File: src/rtl/gen_param_scanner_pkg.sv
// Shared types and elaboration-time helpers for the generated parameter scanner.
package gen_param_scanner_pkg;

    typedef enum logic [1:0] {
        S_IDLE,
        S_SCAN,
        S_REPORT,
        S_DONE
    } state_t;

    // Fixed-point value base + m*step + r + 0.5 with frac_w fractional bits.
    function automatic longint exp_fixed(int m, int r, int base, int step, int frac_w);
        return longint'(base + m * step + r) * (longint'(1) << frac_w)
             + (longint'(1) << (frac_w - 1));
    endfunction

    function automatic bit fits_unsigned(longint v, int w);
        return (v >= 0) && (v < (longint'(1) << w));
    endfunction

endpackage

File: src/rtl/gen_param_scanner_leaf.sv
// Leaf holding one elaboration-time constant behind a register.
module param_leaf #(
    parameter int              VAL_W = 16,
    parameter logic [VAL_W-1:0] BAR  = '0
) (
    input  logic             clk,
    input  logic             rst,
    output logic [VAL_W-1:0] bar_o
);

    always_ff @(posedge clk or posedge rst) begin
        if (rst) begin
            bar_o <= '0;
        end else begin
            bar_o <= BAR;
        end
    end

endmodule

File: src/rtl/gen_param_scanner.sv
// Scans a generated grid of constant leaves, compares each against its expected
// fixed-point value and reports mismatches over a valid/ready channel.
module gen_param_scanner
    import gen_param_scanner_pkg::*;
#(
    parameter int OUTER_N    = 2,
    parameter int INNER_N    = 2,
    parameter int OUTER_BASE = 10,
    parameter int OUTER_STEP = 10,
    parameter int VAL_W      = 16,
    parameter int FRAC_W     = 8,
    localparam int NCH       = OUTER_N * INNER_N,
    localparam int CH_W      = (NCH > 1) ? $clog2(NCH) : 1,
    localparam int CNT_W     = $clog2(NCH + 1)
) (
    input  logic             clk,
    input  logic             rst,
    input  logic             start,
    input  logic             inj_en,
    input  logic [CH_W-1:0]  inj_ch,
    output logic             rpt_valid,
    input  logic             rpt_ready,
    output logic [CH_W-1:0]  rpt_ch,
    output logic [VAL_W-1:0] rpt_got,
    output logic [VAL_W-1:0] rpt_exp,
    output logic             busy,
    output logic             done,
    output logic             pass,
    output logic [CNT_W-1:0] err_count,
    output logic [CH_W-1:0]  first_err_ch
);

    logic [VAL_W-1:0] leaf_val [NCH];
    logic [VAL_W-1:0] exp_tab  [NCH];

    for (genvar m = 0; m < OUTER_N; m++) begin : g_outer
        for (genvar r = 0; r < INNER_N; r++) begin : g_inner
            localparam longint EXP_L = exp_fixed(m, r, OUTER_BASE, OUTER_STEP, FRAC_W);
            localparam logic [VAL_W-1:0] EXP_V = EXP_L[VAL_W-1:0];

            if (!fits_unsigned(EXP_L, VAL_W)) begin : g_range_err
                $error("expected value of channel %0d does not fit in %0d bits",
                       m * INNER_N + r, VAL_W);
            end

            param_leaf #(
                .VAL_W (VAL_W),
                .BAR   (EXP_V)
            ) u_leaf (
                .clk   (clk),
                .rst   (rst),
                .bar_o (leaf_val[m * INNER_N + r])
            );

            assign exp_tab[m * INNER_N + r] = EXP_V;
        end
    end

    state_t           state;
    logic [CH_W-1:0]  idx;
    logic             inj_hit;
    logic             mismatch;
    logic             last;
    logic [VAL_W-1:0] cur_got;
    logic [VAL_W-1:0] cur_exp;

    // An out-of-range inj_ch can never equal idx, so it injects nothing.
    always_comb begin
        inj_hit  = inj_en && (inj_ch == idx);
        cur_got  = leaf_val[idx] ^ {{(VAL_W-1){1'b0}}, inj_hit};
        cur_exp  = exp_tab[idx];
        mismatch = (cur_got != cur_exp);
        last     = (idx == CH_W'(NCH - 1));
    end

    // NOTE: every register here uses <= so all updates see pre-edge values.
    always_ff @(posedge clk or posedge rst) begin
        if (rst) begin
            state        <= S_IDLE;
            idx          <= '0;
            busy         <= 1'b0;
            done         <= 1'b0;
            pass         <= 1'b0;
            err_count    <= '0;
            first_err_ch <= '0;
            rpt_valid    <= 1'b0;
            rpt_ch       <= '0;
            rpt_got      <= '0;
            rpt_exp      <= '0;
        end else begin
            case (state)
                S_IDLE: begin
                    done <= 1'b0;
                    if (start) begin
                        state        <= S_SCAN;
                        busy         <= 1'b1;
                        idx          <= '0;
                        err_count    <= '0;
                        pass         <= 1'b0;
                        first_err_ch <= '0;
                    end
                end
                S_SCAN: begin
                    if (mismatch) begin
                        if (err_count != CNT_W'(NCH)) begin
                            err_count <= err_count + CNT_W'(1);
                        end
                        if (err_count == '0) begin
                            first_err_ch <= idx;
                        end
                        rpt_ch    <= idx;
                        rpt_got   <= cur_got;
                        rpt_exp   <= cur_exp;
                        rpt_valid <= 1'b1;
                        state     <= S_REPORT;
                    end else if (last) begin
                        state <= S_DONE;
                        done  <= 1'b1;
                        pass  <= (err_count == '0);
                    end else begin
                        idx <= idx + CH_W'(1);
                    end
                end
                S_REPORT: begin
                    if (rpt_ready) begin
                        rpt_valid <= 1'b0;
                        if (last) begin
                            state <= S_DONE;
                            done  <= 1'b1;
                            pass  <= (err_count == '0);
                        end else begin
                            idx   <= idx + CH_W'(1);
                            state <= S_SCAN;
                        end
                    end
                end
                S_DONE: begin
                    done  <= 1'b0;
                    busy  <= 1'b0;
                    state <= S_IDLE;
                end
                default: state <= S_IDLE;
            endcase
        end
    end

endmodule

File: config.mk
export PLATFORM = sky130hd
export DESIGN_NAME = gen_param_scanner
export DESIGN_NICKNAME = d
export VERILOG_FILES = /design/src/rtl/gen_param_scanner_pkg.sv /design/src/rtl/gen_param_scanner_leaf.sv /design/src/rtl/gen_param_scanner.sv
export SDC_FILE = /design/constraint.sdc
export NUM_CORES = 1
export LEC_CHECK = 0
export CAP_MARGIN = 15
export CORE_MARGIN = 5
export CORE_UTILIZATION = 46
export DETAILED_ROUTE_END_ITERATION = 7
export PLACE_DENSITY = 0.86
export SLEW_MARGIN = 20
export SYNTH_ARGS = -nofsm -noshare
export SYNTH_HDL_FRONTEND = slang
export SYNTH_SLANG_ARGS = --single-unit
File: constraint.sdc
create_clock -name clk -period 1.9 [get_ports clk]
set_input_delay 0.38 -clock clk [delete_from_list [all_inputs] [get_ports clk]]
set_output_delay 0.38 -clock clk [all_outputs]
set_load 0.01 [all_outputs]
==> qor.yml <==
status:
  outcome: "completed"
timing:
  layout_min_cycle_time_ns: 1.77
  finClkSkew_ns: 0.00765
  unrepaired_setup_endpoints_after_global_routing: "false"
  finalMaxSlewViolations: 0
  timing_hold_violations_final: 0
  tns_ns: 0
  report.final.setup_viol: 0
  clock.fmax_mhz: 566
  timing.final.crit_share_pct: 93.1
power_and_ir_drop:
  total_leakage_power_nw: 0.837
  p_total_mw: 2.69
  vdd_ir_drop_max_mv: 0.807
  powerDensity_nw_per_um2: 1430
placed_design:
  port_buffers: 30
  placement.cell_area_um2: 1850
  finalWeightedCongestion: 0.898
  place_hpwl_mm: 2.44
flow_run:
  cap_viol_max_count: 0
setup_path:
  worst-path-buf-inv: 1
  cp_top_family: "buffers and inverters"
  critical_path_arrival_ns: 1.39
  cells_along_the_critical_path: "clkdlybuf4s50_1"
  worst-setup-path-type: "register to primary output"
  worstPathMaxFanout: 6
  critPathMaxStageDelay_ns: 0.58
  critical_path.slowest_cell: "sky130_fd_sc_hd__clkdlybuf4s50_1"
  critPathCaptureType: "primary output"
  critical_path_required_ns: 1.52
  worstSetupStartpointType: "register"
clock_tree:
  cts_setup_buffers: 0
  ctsLongestPathBuffers: 2
  clk-insertion-delay-late_ns: 0.32
  clk_sinks: 23
  cts.reportedPaths.clkPinSlew_ns: 0.14
  h_tree_lvls: 1
  cts_root_buf: "sky130_fd_sc_hd__clkbuf_4"
  postCtsHoldBufs: 0
  postCtsResizedCells: 0
  numCtsBuffers: 3
  tritoncts: "built"
layout:
  design_area_um2: 1880
  drive_above_1_share_pct: 14.5
  utilization_after_layout_pct: 56.0
  synthToLayoutAreaGrowth_pct: 17.7
  final_nets: 201
  antenna-diode-count: 0
yosys:
  synth_cells: 157
  synth.largest_area_cell: "sky130_fd_sc_hd__dfrtp_1"
  synth_top_family_by_area: "compound AO/OA/AOI/OAI gates"
  post_synth_fa_ha_maj_area_fraction_pct: 5.48
  synth-warning-count: 0
  yosys.area_share.simple_pct: 11.3
  synth-seq-area-share_pct: 36.0
  synth_cell_type_count: 50
  synth.mux.area_fraction_pct: 5.01
  synth_top_cell_area_share_pct: 36.0
  synth_area_in_xor_xnor_pct: 4.54
  area_of_the_mapped_netlist_um2: 1600
  postSynthRegisterBits: 23
  avgSynthCellArea_um2: 10.2
  yosys-top-cells-area: "sky130_fd_sc_hd__dfrtp_1 36%, sky130_fd_sc_hd__buf_4 12%, sky130_fd_sc_hd__ha_1 5.5%"
  synth_compound_gate_area_share_pct: 20.0
routing:
  drt-initial-drc-count: 27
  viasPerCell: 4.88
  postRouteAntennaNets: 0
  drc: 0
  first_pass_iters: 4
  wire_length_per_cell_um: 13.7
  dr_total_vias: 1132
  postRouteWirelength_mm: 3.17
grt:
  grt-ovfl-total: 0
  grt_pass1_wl_mm: 5.15
  first_global_vias: 1093
  grt_start_max_net_pins: 24
  antenna_found_initial: 0
  groute.usage.overall_pct: 14.5
floorplanning:
  fp-row-count: 21
  initial_utilization_pct: 47.5
  core_area_um2: 3360
  vertical_die_dimension_um: 69.0
  pin_count: 50
  die_ar_um2: 4760
  die_w_um: 69.0
min_path:
  worst_hold_path_type: "primary input to asynchronous set/reset pin"
[per-layer routing]
metal  share of wire (%)  global-route usage [%]
met5                   0                       0
met4                 1.3                    4.87
met3                 6.4                    1.94
met2                  51                    24.6
met1                  41                    18.9
[kinds of logic (layout without fill, tap and decap cells)]
| family | Yosys count | count (layout) |
|---|---|---|
| XOR/XNOR | 4 | 4 |
| flip-flops | 23 | 23 |
| buffers and inverters | 44 | 55 |
| AO/OA/AOI/OAI | 36 | 36 |
| adder cells (fa/ha/maj) | 7 | 7 |
| AND/OR/NAND/NOR | 34 | 34 |
| multiplexers | 7 | 7 |
| other | 2 | 20 |
[registers in the layout, summed over array words and instances (netlist names)]
register / count
busy: 1
done: 1
err_count: 3
first_err_ch: 2
g_outer.g_inner.u_leaf.bar_o: 1
idx: 2
pass: 1
rpt_ch: 1
rpt_exp: 3
rpt_got: 5
rpt_valid: 1
state: 2
[report_power, final]
group          switching (mW)  internal, mW
registers               0.174         0.658
logic                   0.817         0.805
clock network           0.162        0.0790
[area by class of cell]
class                           instances  area (µm²)
Fill cell                             320        1480
Multi-Input combinational cell        108         816
Sequential cell                        23         576
Timing Repair Buffer                   37         353
Tap cell                               46        57.6
Inverter                               14        52.6
Clock buffer                            3        22.5
Clock inverter                          1        5.00
[path summary, 6_finish.rpt]
check                                  start            to  slack (ns)  cells after the start
worst min-delay path                     rst          pass        0.38                      3
worst min register to register    rpt_exp[7]    rpt_exp[7]        0.48                      1
max in group asynchronous                rst    rpt_got[0]        1.29                      3
worst max-delay path            err_count[2]  err_count[2]        0.13                      1
min in group clk                  rpt_exp[7]    rpt_exp[7]        0.48                      1
worst max register to register      state[0]        idx[0]        0.16                      6
[cell usage after synthesis, drive strengths merged]
cell type	instances
nor2b	3
and2	1
nand2	19
and3	1
buf	28
nor3b	1
xnor2	2
o2bb2ai	2
a211oi	1
o21ai	8
o311ai	1
dfrtp	23
mux2i	5
nand2b	2
nand4	1
clkbuf	2
ha	7
a2bb2oi	1
o31ai	5
nand4b	1
conb	2
a32o	1
o22a	1
a2111oi	1
o31a	1
and4	1
o211ai	3
nor2	1
o22ai	1
inv	14
a31oi	2
nor3	1
o311a	1
o221ai	1
a21oi	4
xor2	2
mux2	2
nand3	2
a22o	1
o21a	1
[through the flow]
step	std cells	hold slack, ns	setup slack (ns)
floorplan	175	0.382	0.281
global placement	228	0.450	-0.0917
detailed placement	228	0.459	-0.122
CTS	232	0.385	0.119
global route	232	0.410	0.0727
finish	232	0.376	0.132
[layout by cell type (no fill, tap or decap), types with 2 or more instances in the layout]
cell type,instances
sky130_fd_sc_hd__conb_1,20
sky130_fd_sc_hd__xor2_4,2
sky130_fd_sc_hd__ha_1,7
sky130_fd_sc_hd__mux2_4,2
sky130_fd_sc_hd__buf_4,7
sky130_fd_sc_hd__a21oi_1,4
sky130_fd_sc_hd__nand2b_1,2
sky130_fd_sc_hd__o31ai_2,2
sky130_fd_sc_hd__o211ai_1,3
sky130_fd_sc_hd__nand2_1,18
sky130_fd_sc_hd__dfrtp_1,23
sky130_fd_sc_hd__inv_1,13
sky130_fd_sc_hd__clkdlybuf4s50_1,30
sky130_fd_sc_hd__o31ai_4,2
sky130_fd_sc_hd__o2bb2ai_1,2
sky130_fd_sc_hd__nor2b_1,3
sky130_fd_sc_hd__xnor2_1,2
sky130_fd_sc_hd__mux2i_1,5
sky130_fd_sc_hd__nand3_1,2
sky130_fd_sc_hd__clkbuf_4,3
sky130_fd_sc_hd__o21ai_0,6
(Power assumes the default switching activity.)
